==> src/rtl/alu_pkg.sv <==
// Shared types and constants for the ALU frame transmitter.
//   operation_t : ALU operation codes carried in the control packet
//   mode_t      : frame composition mode
//   state_t     : transmitter FSM states
//   PKT_BITS    : start + type + 8 payload + stop
//   CRC_POLY    : low four bits of x^4+x+1
package alu_pkg;

  typedef enum logic [2:0] {
    OP_AND = 3'b000,
    OP_OR  = 3'b001,
    OP_ADD = 3'b100,
    OP_SUB = 3'b101
  } operation_t;

  typedef enum logic [1:0] {
    MODE_NORMAL   = 2'b00,
    MODE_BAD_CRC  = 2'b01,
    MODE_SHORT    = 2'b10,
    MODE_CTL_ONLY = 2'b11
  } mode_t;

  typedef enum logic [1:0] {
    ST_IDLE,
    ST_DATA,
    ST_CTL,
    ST_GAP
  } state_t;

  localparam int         PKT_BITS = 11;
  localparam logic [3:0] CRC_POLY = 4'b0011;

endpackage

==> src/rtl/alu_crc4.sv <==
// Combinational CRC-4 (x^4+x+1, init 0, MSB first) over a MSG_W-bit message.
//   msg : message, bit MSG_W-1 processed first
//   crc : resulting 4-bit remainder
module alu_crc4
  import alu_pkg::*;
#(
  parameter int MSG_W = 8
) (
  input  logic [MSG_W-1:0] msg,
  output logic [3:0]       crc
);

  logic [3:0] c;

  always_comb begin
    c = 4'h0;
    for (int i = MSG_W - 1; i >= 0; i--) begin
      if (c[3] ^ msg[i]) c = {c[2:0], 1'b0} ^ CRC_POLY;
      else               c = {c[2:0], 1'b0};
    end
    crc = c;
  end

endmodule

==> src/rtl/alu_frame_tx.sv <==
// Serialises one ALU request into 11-bit packets on sin: the bytes of B then
// A (MSB first) as data packets, followed by a control packet carrying the
// opcode and a CRC-4, then GAP_CYCLES idle-high cycles.
//   clk, rst_n       : clock, synchronous active-low reset
//   in_valid/in_ready: request handshake; operands captured on acceptance
//   in_a, in_b       : operands
//   in_op, in_mode   : operation code, frame mode
//   sin              : serial output, idle high
//   busy             : frame or gap in progress
//   done             : one-cycle pulse on the first gap cycle
module alu_frame_tx
  import alu_pkg::*;
#(
  parameter int DATA_W     = 32,
  parameter int GAP_CYCLES = 2
) (
  input  logic              clk,
  input  logic              rst_n,
  input  logic              in_valid,
  output logic              in_ready,
  input  logic [DATA_W-1:0] in_a,
  input  logic [DATA_W-1:0] in_b,
  input  logic [2:0]        in_op,
  input  logic [1:0]        in_mode,
  output logic              sin,
  output logic              busy,
  output logic              done
);

  localparam int NBYTES = DATA_W / 8;
  localparam int PKT_W  = $clog2(2 * NBYTES + 1);
  localparam int GAP_W  = (GAP_CYCLES > 1) ? $clog2(GAP_CYCLES) : 1;

  localparam logic [PKT_W-1:0] N_FULL  = PKT_W'(2 * NBYTES);
  localparam logic [PKT_W-1:0] N_SHORT = PKT_W'(2 * NBYTES - 1);

  state_t             state_q, state_d;
  logic [3:0]         bit_q;
  logic [PKT_W-1:0]   pkt_q;
  logic [GAP_W-1:0]   gap_q;

  logic [DATA_W-1:0]  a_q, b_q;
  logic [2:0]         op_q;
  mode_t              mode_q;

  logic               accept;
  logic               last_bit;
  logic               last_pkt;
  logic [PKT_W-1:0]   n_data;
  logic [3:0]         crc;
  logic [3:0]         crc_tx;
  logic [2*DATA_W-1:0] ba_sh;
  logic [7:0]         payload;

  assign accept   = in_valid && in_ready;
  assign last_bit = (bit_q == 4'(PKT_BITS - 1));
  assign n_data   = (mode_q == MODE_SHORT) ? N_SHORT : N_FULL;
  assign last_pkt = (pkt_q == (n_data - PKT_W'(1)));

  // CRC always spans the full captured operands, independent of mode.
  alu_crc4 #(.MSG_W(2 * DATA_W + 4)) u_crc (
    .msg ({b_q, a_q, 1'b1, op_q}),
    .crc (crc)
  );

  assign crc_tx = (mode_q == MODE_BAD_CRC) ? ~crc : crc;

  // Data byte k of {B, A}, MSB first, is brought to the top by a byte shift.
  assign ba_sh   = {b_q, a_q} << (8 * pkt_q);
  assign payload = (state_q == ST_CTL) ? {1'b0, op_q, crc_tx}
                                       : ba_sh[2*DATA_W-1 -: 8];

  // Request capture (data path, no reset)
  always_ff @(posedge clk) begin
    if (accept) begin
      a_q    <= in_a;
      b_q    <= in_b;
      op_q   <= in_op;
      mode_q <= mode_t'(in_mode);
    end
  end

  // Control state
  always_ff @(posedge clk) begin
    if (!rst_n) begin
      state_q <= ST_IDLE;
      bit_q   <= 4'd0;
      pkt_q   <= '0;
      gap_q   <= '0;
    end else begin
      state_q <= state_d;

      if (state_q == ST_DATA || state_q == ST_CTL)
        bit_q <= last_bit ? 4'd0 : bit_q + 4'd1;
      else
        bit_q <= 4'd0;

      if (state_q == ST_IDLE)
        pkt_q <= '0;
      else if (state_q == ST_DATA && last_bit)
        pkt_q <= pkt_q + PKT_W'(1);

      if (state_q == ST_GAP) gap_q <= gap_q + GAP_W'(1);
      else                   gap_q <= '0;
    end
  end

  always_comb begin
    state_d = state_q;
    case (state_q)
      ST_IDLE: if (accept)
                 state_d = (in_mode == MODE_CTL_ONLY) ? ST_CTL : ST_DATA;
      ST_DATA: if (last_bit && last_pkt) state_d = ST_CTL;
      ST_CTL:  if (last_bit) state_d = ST_GAP;
      ST_GAP:  if (gap_q == GAP_W'(GAP_CYCLES - 1)) state_d = ST_IDLE;
      default: state_d = ST_IDLE;
    endcase
  end

  // rst_n gates ready so nothing is accepted or advertised during reset.
  assign in_ready = rst_n && (state_q == ST_IDLE);
  assign busy     = (state_q != ST_IDLE);
  assign done     = (state_q == ST_GAP) && (gap_q == '0);

  always_comb begin
    sin = 1'b1;
    if (state_q == ST_DATA || state_q == ST_CTL) begin
      case (bit_q)
        4'd0:    sin = 1'b0;
        4'd1:    sin = (state_q == ST_CTL);
        4'd10:   sin = 1'b1;
        default: sin = payload[3'(4'd9 - bit_q)];
      endcase
    end
  end

endmodule

==> config.mk <==
export PLATFORM = sky130hd
export DESIGN_NAME = alu_frame_tx
export DESIGN_NICKNAME = d
export VERILOG_FILES = /design/src/rtl/alu_pkg.sv /design/src/rtl/alu_crc4.sv /design/src/rtl/alu_frame_tx.sv
export SDC_FILE = /design/constraint.sdc
export NUM_CORES = 1
export LEC_CHECK = 0
export ABC_AREA = 0
export BUFFER_PORTS_ARGS = -buffer_cell sky130_fd_sc_hd__clkbuf_2
export CORE_MARGIN = 1
export CORE_UTILIZATION = 40
export DETAILED_ROUTE_END_ITERATION = 16
export PLACE_DENSITY = 0.67
export REMOVE_ABC_BUFFERS = 1
export SYNTH_ARGS = -nofsm -noshare
export SYNTH_HDL_FRONTEND = slang
export SYNTH_SLANG_ARGS = --single-unit
==> constraint.sdc <==
create_clock -name clk -period 8.95 [get_ports clk]
set_input_delay 0.4475 -clock clk [delete_from_list [all_inputs] [get_ports clk]]
set_output_delay 0.4475 -clock clk [all_outputs]
set_load 0.01 [all_outputs]
==> summary.md <==
| Metric | Value |
|---|---|
| Worst setup startpoint | `b_q[30]$_DFFE_PP_` |
| Post-layout utilization of the core | `49.18%` |
| Final critical-path share of the clock period | `49.53%` |
| Final clock skew | `6.488 ps` |
| Average wire length per cell after detail routing | `16.94 µm` |
| Commonest cells post-synth | `83 x xnor2_1, 69 x edfxtp_1, 21 x xor2_1, 20 x nor2_1, 14 x mux4_2` |
| Die Span X | `109.7 µm` |
| Number of global-route vias before repair | `approximately 2,700` |
| Data required time of the worst path | `8500 ps` |
| TritonCTS clock tree | `done` |
| DP Wirelength | `7.240 mm` |
| Leading cell type by number of instances after synthesis | `xnor2_1` |
| DR DRC count | `0` |
| Fraction of registers with async set or reset after synthesis | `0%` |
| Hold violation total from the final report | `0` |
| First-pass GRT wire length | `14.77 mm` |
| Final Wtd Congestion | `0.8903` |
| Netlist area before placement | `roughly 4600 µm²` |
| Outcome | `completed` |
| Number of max-slew violations in the final report | `0` |
| Total global routing overflow | `0` |
| Maximum fanout along the worst path | `4` |
| TritonCTS sink count | `80` |
| Number of synthesized flops with an enable pin | `69` |
| Reg clk slew, reported paths | `60 ps` |
| Tightest slew margin relative to the limit | `40.34%` |
| Shortest period the worst path allows | `4433 ps` |
| Nature of the critical path endpoint | `output port` |
| Maximum operating frequency | `225.6 MHz` |
| Cell type with the largest total area after synthesis | `edfxtp_1` |
| Total I/O pin count | `76` |
| Clock buffers created by TritonCTS | `9` |
| Number of different library cells in the post-synthesis netlist | `41` |
| Cell types occupying the most area after synthesis | `edfxtp_1 45%, xnor2_1 16%, mux4_2 6.8%, xnor3_1 6.3%, dfxtp_1 4.8%` |
| Setup-failing EPs final | `0` |
| Share of Yosys cell area claimed by the top area cell type | `44.70%` |
| Non-Filler Instances | `555` |
| Largest net degree at the start of global routing | `70` |
| Start of the worst register-to-register path | `bit_q[0]$_SDFF_PP0_` |
| Layout cells sized above 1 | `27.23%` |
| Share of synthesized area occupied by flip-flops and latches | `49.45%` |
| Number of standard-cell rows in the floorplan | `38` |
| Number of iterations in the first detailed-routing pass | `4` |
| Count of warnings emitted by yosys | `0` |
| Initial core utilization | `about two fifths` |
| Average cell area after synthesis | `14.13 µm²` |
| Antenna Nets Post-Route | `0` |
| Total of buffers placed on input and output ports | `75` |
| Number of synthesized register bits | `80` |
| Fin Setup TNS | `0 ps` |
| Most used flip-flop cell after synthesis | `edfxtp_1` |
| Initial antenna violation count | `0` |
| Crit path DAT | `3990 ps` |
| Min-Delay Startpoint | `in_a[12]` |
| Longest Clk Path Bufs | `2` |
| Area enclosed by the die boundary | `12,020 µm²` |
| Initial DRC count | `139` |
| Overall Global Routing Usage | `17.33%` |
| Critical path type | `flip-flop to output port` |
| Post-layout net count | `slightly below 500` |
| Total of max-cap violations | `0` |
| Area Overhead vs Synth | `17.52%` |
| Worst-skew pair later-pin latency | `about 340 ps` |
| Startpoint type of the worst setup path | `flip-flop` |
| Unrepaired setup endpoints after global routing | `no` |
| Vias after detailed routing | `2,734` |
| Post-CTS setup buffers | `0` |
| Floorplan core area | `11,080 µm²` |
| Hold WC Path Type | `primary input to flip-flop` |
| Chip height | `109.7 µm` |
| Number of vias per cell after detailed routing | `4.926` |
| Number of diodes | `0` |
| Gate count after technology mapping | `328` |
| Number of buffers added to fix hold violations after cts | `0` |
| Placed Instances | `~540` |
| Routed wire length | `9.402 mm` |
| Actual transition at the worst max-transition pin | `just under 900 ps` |
| Post_cts resized | `0` |
| Root buffer cell | `clkbuf_16` |
| Count of H-tree levels built during CTS | `3` |
==> cells by family after synthesis <==
| logic type | count (synthesis) | synth area share, % |
|---|---|---|
| AO/OA/AOI/OAI | 23 | 3.320 |
| XOR/XNOR | 124 | 29.15 |
| adder cells (fa/ha/maj) | 10 | 2.699 |
| buffers and inverters | 19 | 1.538 |
| flip-flops | 80 | 49.45 |
| multiplexers | 23 | 9.096 |
| AND/OR/NAND/NOR | 49 | 4.751 |
==> through the flow <==
step	cell area, µm²	setup WS (ps)	hold slack [ps]
CTS	5448	4522	264.0
floorplan	4609	5279	494.1
finish	5448	4517	278.0
global route	5448	4324	265.0
detailed placement	5182	4912	555.5
global placement	5182	5024	528.5
==> metal layers <==
| layer | share of wire (%) | track usage [%] | up-vias |
|---|---|---|---|
| met5 | 0 | 0 | - |
| met1 | 46 | 23.24 | 1318 |
| met3 | 4.4 | 4.090 | 9 |
| met2 | 47 | 26.86 | 73 |
| li1 | - | - | 1334 |
| met4 | 1.9 | 7.429 | 0 |
==> state kept, by name (all words and copies together), names as in the netlist <==
signal,count
b_q,32
pkt_q,4
bit_q,4
mode_q,2
op_q,3
gap_q,1
a_q,32
state_q,2
==> cells in the final DEF (no fill, tap or decap), types with 2 or more instances in the layout <==
master / n
a21oi_1: 4
and2_1: 2
buf_4: 3
clkbuf_1: 2
clkbuf_16: 9
clkbuf_2: 75
clkinv_1: 2
clkinvlp_4: 2
dfxtp_1: 11
edfxtp_1: 69
ha_1: 10
inv_1: 10
mux2i_1: 8
mux4_2: 14
nand2_1: 13
nand3_1: 2
nor2_1: 20
nor2b_1: 3
nor3_1: 2
nor4_1: 3
o21ai_0: 8
o221ai_1: 2
xnor2_1: 83
xnor2_2: 2
xnor3_1: 13
xnor3_2: 2
xor2_1: 21
==> critical path, cell delays in order (launching register included) <==
cell	delay (ps)
edfxtp_1	480
xnor3_1	440
xnor2_1	160
xnor2_1	370
xnor3_1	550
xnor2_2	190
xnor3_1	470
xnor2_2	180
xnor2_1	140
o21a_1	180
a211oi_2	190
o22a_1	170
clkbuf_2	140
==> worst paths after layout <==
check / endpoint / slack [ps] / cells past startpoint
max: sin / 4520 / 12
min: a_q[12]$_DFFE_PP_ / 280 / 1
max reg2reg: state_q[0]$_SDFFE_PN0P_ / 6640 / 7
min reg2reg: state_q[1]$_SDFFE_PN0P_ / 560 / 2
==> final cells by class <==
class                   count  area (µm²)
clock buffers              11       232.7
clock inverters             5       32.53
fillers                   995        5630
inverters                  12       45.04
multi-input cells         229        2272
flip-flops and latches     80        2292
well taps                 140       175.2
repair buffers             78       397.9
Power is left out: the tool's default activity adds up to more than one toggle a clock period on the data nets, which glitch-free logic cannot reach.
